[src/rtl/draw_controller.sv]
// Sprite draw controller: serialises clear/player/bullet/enemy jobs into a
// one-pixel-per-cycle erase/draw stream for a 160x120 frame buffer.
module draw_controller #(
  parameter logic [2:0] BG_COLOUR     = 3'b000,
  parameter logic [2:0] PLAYER_COLOUR = 3'b010,
  parameter logic [2:0] BULLET_COLOUR = 3'b111,
  parameter logic [2:0] ENEMY_COLOUR  = 3'b100
) (
  input  logic       clk,
  input  logic       resetn,
  input  logic       clear,
  input  logic       p_move,
  input  logic [7:0] p_x,
  input  logic [6:0] p_y,
  input  logic       b_move,
  input  logic [7:0] b_x,
  input  logic [6:0] b_y,
  input  logic       e_move,
  input  logic [7:0] e_x,
  input  logic [6:0] e_y,
  input  logic [2:0] e_w,
  output logic [7:0] vga_x,
  output logic [6:0] vga_y,
  output logic [2:0] vga_colour,
  output logic       plot,
  output logic       busy
);

  typedef enum logic [1:0] {IDLE, ERASE, DRAW, CLEAR} state_e;

  localparam logic [1:0] ChPlayer = 2'd0;
  localparam logic [1:0] ChBullet = 2'd1;
  localparam logic [1:0] ChEnemy  = 2'd2;

  state_e     r_state, w_state_nxt;
  logic       r_pend_clr, w_pend_clr_nxt;
  logic [2:0] r_pend, w_pend_nxt;

  // Snapshot of the job being served
  logic [1:0] r_ch, w_ch_nxt;
  logic [7:0] r_sx, w_sx_nxt;
  logic [6:0] r_sy, w_sy_nxt;
  logic [2:0] r_sw, w_sw_nxt;

  // Shadow: last rectangle drawn per channel
  logic [7:0] r_sh_x [3];
  logic [6:0] r_sh_y [3];
  logic [2:0] r_sh_w [3];
  logic [2:0] r_sh_v;
  logic [7:0] w_sh_x_nxt [3];
  logic [6:0] w_sh_y_nxt [3];
  logic [2:0] w_sh_w_nxt [3];
  logic [2:0] w_sh_v_nxt;

  // Sweep counters are one bit wider than the screen so origin+width never wraps
  logic [8:0] r_cx, w_cx_nxt;
  logic [7:0] r_cy, w_cy_nxt;

  logic [7:0] r_vga_x;
  logic [6:0] r_vga_y;
  logic [2:0] r_vga_colour, w_colour_nxt;
  logic       r_plot, w_plot_nxt;

  logic [8:0] w_ox, w_rw;
  logic [7:0] w_oy, w_rh;
  logic       w_x_end, w_y_end, w_last;
  logic [8:0] w_adv_cx;
  logic [7:0] w_adv_cy;

  logic [1:0] w_sel_ch;
  logic [7:0] w_sel_x;
  logic [6:0] w_sel_y;
  logic [2:0] w_sel_w;

  // Rectangle currently being swept
  always_comb begin
    w_ox = 9'd0;
    w_oy = 8'd0;
    w_rw = 9'd1;
    w_rh = 8'd1;
    case (r_state)
      ERASE: begin
        w_ox = {1'b0, r_sh_x[r_ch]};
        w_oy = {1'b0, r_sh_y[r_ch]};
        w_rw = {6'd0, r_sh_w[r_ch]};
        w_rh = {5'd0, r_sh_w[r_ch]};
      end
      DRAW: begin
        w_ox = {1'b0, r_sx};
        w_oy = {1'b0, r_sy};
        w_rw = {6'd0, r_sw};
        w_rh = {5'd0, r_sw};
      end
      CLEAR: begin
        w_rw = 9'd160;
        w_rh = 8'd120;
      end
      default: ;
    endcase
  end

  assign w_x_end  = (r_cx + 9'd1) >= (w_ox + w_rw);
  assign w_y_end  = (r_cy + 8'd1) >= (w_oy + w_rh);
  assign w_last   = w_x_end && w_y_end;
  assign w_adv_cx = w_x_end ? w_ox : r_cx + 9'd1;
  assign w_adv_cy = w_x_end ? r_cy + 8'd1 : r_cy;

  always_comb begin
    w_sel_ch = ChEnemy;
    w_sel_x  = e_x;
    w_sel_y  = e_y;
    w_sel_w  = e_w;
    if (r_pend[0]) begin
      w_sel_ch = ChPlayer;
      w_sel_x  = p_x;
      w_sel_y  = p_y;
      w_sel_w  = 3'd3;
    end else if (r_pend[1]) begin
      w_sel_ch = ChBullet;
      w_sel_x  = b_x;
      w_sel_y  = b_y;
      w_sel_w  = 3'd1;
    end
  end

  always_comb begin
    w_state_nxt    = r_state;
    w_pend_nxt     = r_pend | {e_move, b_move, p_move};
    w_pend_clr_nxt = r_pend_clr | clear;
    w_ch_nxt       = r_ch;
    w_sx_nxt       = r_sx;
    w_sy_nxt       = r_sy;
    w_sw_nxt       = r_sw;
    w_sh_x_nxt     = r_sh_x;
    w_sh_y_nxt     = r_sh_y;
    w_sh_w_nxt     = r_sh_w;
    w_sh_v_nxt     = r_sh_v;
    w_cx_nxt       = r_cx;
    w_cy_nxt       = r_cy;

    case (r_state)
      IDLE: begin
        if (r_pend_clr) begin
          w_state_nxt    = CLEAR;
          w_pend_clr_nxt = clear;
          w_pend_nxt     = {e_move, b_move, p_move};
          w_sh_v_nxt     = 3'b000;
          w_cx_nxt       = 9'd0;
          w_cy_nxt       = 8'd0;
        end else if (|r_pend) begin
          w_ch_nxt             = w_sel_ch;
          w_sx_nxt             = w_sel_x;
          w_sy_nxt             = w_sel_y;
          w_sw_nxt             = w_sel_w;
          w_pend_nxt[w_sel_ch] = 1'b0;
          if (r_sh_v[w_sel_ch] && (r_sh_w[w_sel_ch] != 3'd0)) begin
            w_state_nxt = ERASE;
            w_cx_nxt    = {1'b0, r_sh_x[w_sel_ch]};
            w_cy_nxt    = {1'b0, r_sh_y[w_sel_ch]};
          end else if (w_sel_w != 3'd0) begin
            w_state_nxt = DRAW;
            w_cx_nxt    = {1'b0, w_sel_x};
            w_cy_nxt    = {1'b0, w_sel_y};
          end else begin
            // Nothing to erase or draw: record the dead sprite and stay idle
            w_sh_x_nxt[w_sel_ch] = w_sel_x;
            w_sh_y_nxt[w_sel_ch] = w_sel_y;
            w_sh_w_nxt[w_sel_ch] = w_sel_w;
            w_sh_v_nxt[w_sel_ch] = 1'b0;
          end
        end
      end
      ERASE: begin
        if (w_last) begin
          if (r_sw != 3'd0) begin
            w_state_nxt = DRAW;
            w_cx_nxt    = {1'b0, r_sx};
            w_cy_nxt    = {1'b0, r_sy};
          end else begin
            w_state_nxt      = IDLE;
            w_sh_x_nxt[r_ch] = r_sx;
            w_sh_y_nxt[r_ch] = r_sy;
            w_sh_w_nxt[r_ch] = r_sw;
            w_sh_v_nxt[r_ch] = 1'b0;
          end
        end else begin
          w_cx_nxt = w_adv_cx;
          w_cy_nxt = w_adv_cy;
        end
      end
      DRAW: begin
        if (w_last) begin
          w_state_nxt      = IDLE;
          w_sh_x_nxt[r_ch] = r_sx;
          w_sh_y_nxt[r_ch] = r_sy;
          w_sh_w_nxt[r_ch] = r_sw;
          w_sh_v_nxt[r_ch] = 1'b1;
        end else begin
          w_cx_nxt = w_adv_cx;
          w_cy_nxt = w_adv_cy;
        end
      end
      CLEAR: begin
        if (w_last) begin
          w_state_nxt = IDLE;
        end else begin
          w_cx_nxt = w_adv_cx;
          w_cy_nxt = w_adv_cy;
        end
      end
      default: w_state_nxt = IDLE;
    endcase
  end

  // Output registers carry the pixel addressed by the next counter value
  always_comb begin
    w_plot_nxt   = (w_state_nxt != IDLE) && (w_cx_nxt < 9'd160) && (w_cy_nxt < 8'd120);
    w_colour_nxt = BG_COLOUR;
    if (w_state_nxt == DRAW) begin
      case (w_ch_nxt)
        ChPlayer: w_colour_nxt = PLAYER_COLOUR;
        ChBullet: w_colour_nxt = BULLET_COLOUR;
        default:  w_colour_nxt = ENEMY_COLOUR;
      endcase
    end
  end

  always_ff @(posedge clk) begin
    if (!resetn) begin
      r_state      <= IDLE;
      r_pend_clr   <= 1'b0;
      r_pend       <= 3'b000;
      r_sh_v       <= 3'b000;
      r_vga_x      <= 8'd0;
      r_vga_y      <= 7'd0;
      r_vga_colour <= 3'd0;
      r_plot       <= 1'b0;
    end else begin
      r_state    <= w_state_nxt;
      r_pend_clr <= w_pend_clr_nxt;
      r_pend     <= w_pend_nxt;
      r_sh_v     <= w_sh_v_nxt;
      r_plot     <= w_plot_nxt;
      if (w_plot_nxt) begin
        r_vga_x      <= w_cx_nxt[7:0];
        r_vga_y      <= w_cy_nxt[6:0];
        r_vga_colour <= w_colour_nxt;
      end
    end
  end

  always_ff @(posedge clk) begin
    r_ch   <= w_ch_nxt;
    r_sx   <= w_sx_nxt;
    r_sy   <= w_sy_nxt;
    r_sw   <= w_sw_nxt;
    r_sh_x <= w_sh_x_nxt;
    r_sh_y <= w_sh_y_nxt;
    r_sh_w <= w_sh_w_nxt;
    r_cx   <= w_cx_nxt;
    r_cy   <= w_cy_nxt;
  end

  assign vga_x      = r_vga_x;
  assign vga_y      = r_vga_y;
  assign vga_colour = r_vga_colour;
  assign plot       = r_plot;
  assign busy       = (r_state != IDLE);

endmodule

[config.mk]
export PLATFORM = sky130hd
export DESIGN_NAME = draw_controller
export DESIGN_NICKNAME = d
export VERILOG_FILES = /design/src/rtl/draw_controller.sv
export SDC_FILE = /design/constraint.sdc
export NUM_CORES = 1
export LEC_CHECK = 0
export BUFFER_PORTS_ARGS = -buffer_cell sky130_fd_sc_hd__clkbuf_2
export CAP_MARGIN = 20
export CELL_PAD_IN_SITES_DETAIL_PLACEMENT = 1
export CELL_PAD_IN_SITES_GLOBAL_PLACEMENT = 1
export CORE_MARGIN = 5
export CORE_UTILIZATION = 47
export DETAILED_ROUTE_END_ITERATION = 8
export HOLD_SLACK_MARGIN = 0.03
export MAX_ROUTING_LAYER = met4
export PLACE_DENSITY = 0.8
export SETUP_SLACK_MARGIN = 0.15
export SYNTH_ARGS = -nofsm -noshare
export SYNTH_HDL_FRONTEND = slang
export SYNTH_SLANG_ARGS = --single-unit
[constraint.sdc]
create_clock -name clk -period 6.7 [get_ports clk]
set_input_delay 0.67 -clock clk [delete_from_list [all_inputs] [get_ports clk]]
set_output_delay 0.67 -clock clk [all_outputs]
set_load 0.005 [all_outputs]
==> impl_metrics.yaml, run 1 <==
global_routing:
  grt_pass1_wl_um: 48200
  grt_antenna_before_repair: 0
  gr-total-overflow: 0
  grt_pass1_vias: 8130
  grtUsageTotal_pct: 31.9
  maximum_number_of_pins_on_one_net_before_global_route_repair: 70
setup_path:
  critical_path.cell_chain: "inv_1, ha_1, inv_2, a21oi_1, ha_1, a21o_1, a21oi_1, nor3_1, a21oi_1, nor2_1, xnor2_1, ha_1, nand2_1, or3_1, a21oi_1, a31oi_1, a32o_1, and4_4, nor3_4, buf_12, mux2i_1"
  worst_setup_path_end_kind: "flop"
  rrSetupSlack_ps: 660
  startpoint_type: "flop"
  crit_path_max_fanout: 19
  cp_data_required_time_ps: 7040
  worst_reg2reg_path_depth: 21
  worstPathArrival_ps: 6380
  r2r_start: "r_state[0]"
  timing.setup.critical_path_class: "reg -> reg"
  cp_slowest_stage_delay_ps: 600
  rr_endpoint: "vga_colour[1]"
  crit_path_frequent_cell: "a21oi_1"
  worst_path_max_delay_cell: "or3_1"
yosys:
  asyncSetResetFlopFracSynth_pct: 0
  synth.lib_cells_used.distinct: 78
  ys_dominant_reg_cell: "edfxtp_1"
  synth_area_leader_cell: "edfxtp_1"
  synth.top_cell.area_share_pct: 26.2
  muxShareOfSynthArea_pct: 8.41
  synth_area_um2: 8240
  synth_top_family_by_area: "compound AO/OA/AOI/OAI gates"
  proportion_of_synthesized_chip_area_in_sequential_cells_pct: 37.6
  syn_nets: 1001
  synth_simple_gate_area_share_pct: 15.4
  total_of_warnings_raised_by_yosys: 0
  synth_register_bits: 119
  synthesis.instances: 909
  synth_compound_area_share_pct: 25.4
  syn-mean-instance-area_um2: 9.07
  post_synth_fa_ha_maj_area_fraction_pct: 5.95
  synth-edff-count: 72
  synthXorXnorAreaFrac_pct: 2.44
  post_synth_main_area_contributors: "edfxtp_1 (26%), dfxtp_1 (11%), mux2i_1 (8.1%)"
clock_tree:
  htree_levels: 4
  clock_sink_count: 119
  cts_resized: 0
  cts.path.max_buffers: 2
  worst_setup_hold_path_clk_slew_ps: 70
  clk_lat_worst_skew_ps: 430
  tritoncts: "done"
  cts_made_buffers: 17
  clock-root-buffer: "clkbuf_16"
route:
  firstDrtPassIters: 5
  route.final.wire_length_um: 31300
  drtIter0Drc: 988
  drt.antenna.violating_nets: 0
  avgRoutedWirePerCell_um: 26.0
  drc: 0
  via_per_inst: 6.59
  detailroute.via_count: 7950
finish:
  layout.nets: 1060
  areaGrowthSynthToFinish_pct: 15.6
  antenna_cells: 0
  drive_gt1_share_pct: 16.7
timing:
  rsz_0062_raised_after_global_routing: "no"
  timing_worst_slew_pin_value_ps: 849
  final-hold-violation-count: 0
  setup_total_negative_slack_ps: 0
  max_freq_ghz: 0.166
  min_period_over_period_pct: 90.1
  finalCriticalPeriod_ps: 6040
  final_setup_fails: 0
  report.final.slew_viol_count: 0
  holdWs_ps: 461
  worst_slew_margin_rel_pct: 42.8
  clock-skew-final_ps: 21.7
pwr:
  power_leakage_nw: 3.83
  power-per-cell-area_nw_per_um2: 591
  vdd_ir_drop_max_v: 0.000351
run:
  timing.max_cap.violations: 0
die:
  die-area_um2: 20300
  placeableCoreArea_um2: 17200
  floorplan.die.width_um: 142
  design.portCount: 74
  starting_density_of_the_core_pct: 47.8
  chipHeight_um: 142
  site_row_count: 48
place:
  hpwl_um: 22600
  io_buffer_count: 73
  place_congestion: 0.939
min_path:
  worstHoldStart: "vga_colour[0]"
  worst_hold_path.num_cells: 2
  capture_endpoint_of_the_worst_hold_path: "vga_colour[0]"
  path_class_of_the_lowest_slack_min_delay_path: "reg -> reg"
outcome:
  run_status: "completed"
## kinds of logic (layout without fill, tap and decap cells)
family | Yosys count | after routing
adder cells (fa/ha/maj) | 38 | 38
buffers and inverters | 93 | 165
flip-flops | 119 | 119
AND/OR/NAND/NOR | 276 | 276
AO/OA/AOI/OAI | 291 | 291
XOR/XNOR | 23 | 23
multiplexers | 69 | 69
## critical path, delay by kind of cell (launching register included)
| kind | cells | cell delay (ps) |
|---|---|---|
| and+or+nand+nor | 6 | 1260 |
| xor gates and xnor gates | 1 | 180 |
| muxes | 1 | 220 |
| buffers and inverters | 3 | 600 |
| AOI/OAI and AO/OA | 7 | 2060 |
| DFF | 1 | 430 |
| adders and majority gates | 3 | 1160 |
## synthesized netlist by cell type, types with 14 or more instances
cell      count
a22o_1       27
ha_1         36
a31oi_1      15
a21o_1       16
xnor2_1      14
a32o_1       29
nor2_1       54
edfxtp_1     72
o211ai_1     16
mux2i_1      67
clkbuf_1     47
nor3_1       18
o21ai_0      54
nand3_1      19
dfxtp_1      47
a21oi_1      49
inv_1        18
nand2_1     126
## layout make-up
type / count / area [um^2]
Fill cell: 1981 / 7710
Multi-Input combinational cell: 697 / 4760
Sequential cell: 119 / 3110
Timing Repair Buffer: 111 / 676
Clock buffer: 18 / 429
Tap cell: 225 / 282
Clock inverter: 14 / 198
Inverter: 22 / 82.6
## layout by cell type, fill, tap and decap left out, types with 29 or more instances in the layout
cell type | synthesis | final
nor2_1 | 54 | 53
o21ai_0 | 54 | 54
ha_1 | 36 | 36
buf_4 | 2 | 36
a21oi_1 | 49 | 49
a32o_1 | 29 | 29
mux2i_1 | 67 | 67
clkbuf_2 | 0 | 73
edfxtp_1 | 72 | 72
dfxtp_1 | 47 | 45
nand2_1 | 126 | 126
## state kept, by name, summed over array words and instances (netlist names), 7 cells and up
signal and flops:
r_sy 7, vga_y 7, r_sh_y 21, r_sh_w 9, r_cy 8, vga_x 8
r_sx 8, r_cx 9, r_sh_x 24
## worst max-delay path by stage
stage | from | to | slack [ps]
2_1_floorplan | r_ch[1] | r_sh_w[3] | 960
3_3_place_gp | r_state[0] | vga_y[3] | 600
3_5_place_dp | r_state[0] | vga_y[3] | 390
4_1_cts | r_state[0] | vga_colour[1] | 370
5_1_grt | r_state[0] | vga_colour[1] | 370
6_report | r_state[0] | vga_colour[1] | 660
## stage by stage
step           instance area, um^2  std cells  utilization, %  setup WS (ps)  total power [mW]
2_1_floorplan                 8240        909               -            959              3.39
3_3_place_gp                  8880       1173            51.5            605              4.39
3_5_place_dp                  8880       1173            51.5            389              4.49
4_1_cts                       9510       1205            55.2            365              5.52
5_1_grt                       9530       1206            55.3            365              5.91
6_report                      9530       1206            55.3            663              5.63
## layer usage
| layer | part of all wire, % | up-vias | track usage, % |
|---|---|---|---|
| met5 | 0 | - | - |
| met4 | 3.0 | 0 | 11.4 |
| met3 | 7.3 | 69 | 5.98 |
| met2 | 46 | 384 | 49.6 |
| met1 | 43 | 3941 | 41.7 |
| li1 | - | 3556 | - |
## power by group
part	internal, mW	leakage, nW	switching, mW	total (mW)
clock	0.626	0.302	0.374	1.00
combinational	1.22	2.46	2.04	3.25
sequential	1.10	1.07	0.277	1.38
total	2.95	3.83	2.69	5.63
## what timing repair did
| action | in CTS | in global routing |
|---|---|---|
| setup endpoints to repair | 0 | 15 |
| endpoints found under the hold margin | 0 | 0 |
| hold buffers | 0 | 0 |
| setup buffers | 0 | 1 |
Note: power is estimated with default switching activity, not from simulation.
==> inputs of run 2 (changes only) <==
--- a/config.mk
+++ b/config.mk
@@ -5,17 +5,19 @@
 export SDC_FILE = /design/constraint.sdc
 export NUM_CORES = 1
 export LEC_CHECK = 0
+export ABC_AREA = 1
 export BUFFER_PORTS_ARGS = -buffer_cell sky130_fd_sc_hd__clkbuf_2
 export CAP_MARGIN = 20
 export CELL_PAD_IN_SITES_DETAIL_PLACEMENT = 1
 export CELL_PAD_IN_SITES_GLOBAL_PLACEMENT = 1
 export CORE_MARGIN = 5
-export CORE_UTILIZATION = 47
+export CORE_UTILIZATION = 44
 export DETAILED_ROUTE_END_ITERATION = 8
 export HOLD_SLACK_MARGIN = 0.03
 export MAX_ROUTING_LAYER = met4
 export PLACE_DENSITY = 0.8
 export SETUP_SLACK_MARGIN = 0.15
+export SKIP_LAST_GASP = 1
 export SYNTH_ARGS = -nofsm -noshare
 export SYNTH_HDL_FRONTEND = slang
 export SYNTH_SLANG_ARGS = --single-unit
==> run 2 against run 1 <==
Effect of this change: count of clock-buffer cells in the layout shrank 1; critical path type unchanged; total power fell by 5.6%; largest power group unchanged; critical endpoint unchanged; setup slack improved by 200 ps; via count rose by 11%.
==> impl_metrics.yaml, run 2 <==
outcome:
  run_status: "completed"
finish:
  top_register: "r_sh_x"
  areaGrowthSynthToFinish_pct: 13.8
  antenna_cells: 0
  max_reg_flops: 24
  drive_gt1_share_pct: 12.9
  mostFrequentLayoutCells: "nand2_1 (303), inv_1 (151), nor2_1 (113)"
  final_core_occ_pct: 50.7
  largest_registers: "r_sh_x (24), r_sh_y (21)"
  layout.nets: 1323
  mostFrequentLayoutCell: "nand2_1"
setup_path:
  cp_data_required_time_ps: 7050
  worst_setup_path_end_kind: "flop"
  crit_path_max_fanout: 25
  startpoint_type: "flop"
  timing.setup.critical_path_class: "reg -> reg"
  worstPathArrival_ps: 6200
  crit_path_frequent_cell: "nand2_1"
  rrSetupSlack_ps: 860
  cp_slowest_stage_delay_ps: 450
  worst_path_max_delay_cell: "ha_1"
  worst_reg2reg_path_depth: 29
min_path:
  worst_hold_path.num_cells: 3
  path_class_of_the_lowest_slack_min_delay_path: "in -> reg"
route:
  drt.antenna.violating_nets: 0
  firstDrtPassIters: 6
  drc: 0
  drtIter0Drc: 629
  via_per_inst: 5.98
  avgRoutedWirePerCell_um: 22.1
  route.final.wire_length_um: 32600
  detailroute.via_count: 8838
yosys:
  post_synth_main_area_contributors: "edfxtp_1 (26%), nand2_1 (14%), dfxtp_1 (11%)"
  ys_dominant_reg_cell: "edfxtp_1"
  proportion_of_synthesized_chip_area_in_sequential_cells_pct: 37.2
  synth.top_cell.area_share_pct: 25.9
  asyncSetResetFlopFracSynth_pct: 0
  synth_register_bits: 119
  synth_commonest_cells: "nand2_1 (303), inv_1 (151), nor2_1 (113)"
  synth_area_um2: 8330
  synth-edff-count: 72
  syn-mean-instance-area_um2: 7.12
  synth.lib_cells_used.distinct: 53
  syn_nets: 1263
  synth_area_leader_cell: "edfxtp_1"
  yosysMostFrequentCell: "nand2_1"
  synthesis.instances: 1171
  total_of_warnings_raised_by_yosys: 0
die:
  chipHeight_um: 148
  site_row_count: 50
  starting_density_of_the_core_pct: 44.5
  floorplan.die.width_um: 148
  design.portCount: 74
  placeableCoreArea_um2: 18700
  die-area_um2: 21800
global_routing:
  grtUsageTotal_pct: 30.8
  maximum_number_of_pins_on_one_net_before_global_route_repair: 51
  gr-total-overflow: 0
  grt_antenna_before_repair: 0
  grt_pass1_wl_um: 50500
  grt_pass1_vias: 9082
timing:
  final-hold-violation-count: 0
  final.setup.worst_slack_ps: 859
  rsz_0062_raised_after_global_routing: "no"
  final_setup_fails: 0
  timing_worst_slew_pin_value_ps: 822
  setup_total_negative_slack_ps: 0
  min_period_over_period_pct: 87.2
  max_freq_ghz: 0.171
  finalCriticalPeriod_ps: 5840
  clock-skew-final_ps: 12.9
  report.final.slew_viol_count: 0
  worst_slew_margin_rel_pct: 44.9
clock_tree:
  clock_sink_count: 119
  clk_lat_worst_skew_ps: 430
  cts_made_buffers: 17
  clock-root-buffer: "clkbuf_16"
  hold_buffer_count_at_cts: 0
  htree_levels: 4
  cts.path.max_buffers: 2
  worst_setup_hold_path_clk_slew_ps: 60
  cts_resized: 0
  cts_setup_buffers: 0
  tritoncts: "done"
pwr:
  power-per-cell-area_nw_per_um2: 561
  power_leakage_nw: 4.37
  vdd_ir_drop_max_v: 0.000229
place:
  place_congestion: 0.966
  hpwl_um: 24100
  place_ws_ps: 1020
  io_buffer_count: 73
run:
  timing.max_cap.violations: 0
run 2: cell types whose count changed after synthesis, sizes merged, moves of 30 or more:
cell,change
a32o,-30
inv,+142
mux2i,-67
nand2,+185
nand3,+51
nor2,+65
o21ai,+30
o22ai,+62
run 2: layer usage:
layer | vias to the layer above | part of all wire [%] | routed length, um | GRT usage [%]
li1 | 4042 | - | - | -
met1 | 4279 | 41 | 13300 | 37.4
met2 | 411 | 48 | 15600 | 50.0
met3 | 106 | 6.8 | 2230 | 5.95
met4 | 0 | 4.6 | 1490 | 13.5
met5 | - | 0 | 0 | -
run 2: critical path, delay by kind of cell (launching register included):
family | cells | cell delay, ps
and+or+nand+nor | 14 | 1610
adders and majority gates | 4 | 1410
AOI/OAI and AO/OA | 6 | 1290
buffers and inverters | 5 | 1060
DFF | 1 | 360
run 2: report_power, final:
group | total, mW | internal [mW] | switching [mW]
Clock | 0.925 | 0.548 | 0.377
Combinational | 3.13 | 0.912 | 2.22
Sequential | 1.26 | 1.08 | 0.176
Total | 5.32 | 2.54 | 2.77
run 2: worst paths after layout:
check / startpoint / end
max: r_state[1] / vga_colour[1]
min: clear / r_pend_clr
max reg2reg: r_state[1] / vga_colour[1]
min reg2reg: vga_y[5] / vga_y[5]
run 2: cell families after synthesis:
kind of cell | count (synthesis) | share of synthesized area (%)
AO/OA/AOI/OAI | 264 | 18.4
XOR/XNOR | 16 | 1.68
adder cells (fa/ha/maj) | 38 | 5.89
AND/OR/NAND/NOR | 518 | 26.4
buffers and inverters | 216 | 10.4
flip-flops | 119 | 37.2
run 2: area by class of cell:
cell class / instances / area, um^2
Inverter: 165 / 622
Sequential cell: 119 / 3100
Tap cell: 234 / 293
Fill cell: 2408 / 9230
Multi-Input combinational cell: 836 / 4380
Clock inverter: 14 / 153
Clock buffer: 17 / 425
Timing Repair Buffer: 92 / 508
run 2: per-stage QoR:
step / instances / area (um^2) / total power, mW / hold WS [ps]
after floorplan: 1171 / 8330 / 3.37 / 453
after global placement: 1446 / 8900 / 4.23 / 452
after detailed placement: 1446 / 8900 / 4.32 / 469
after CTS: 1477 / 9480 / 5.27 / 456
after global routing: 1477 / 9480 / 5.71 / 470
final: 1477 / 9480 / 5.32 / 461
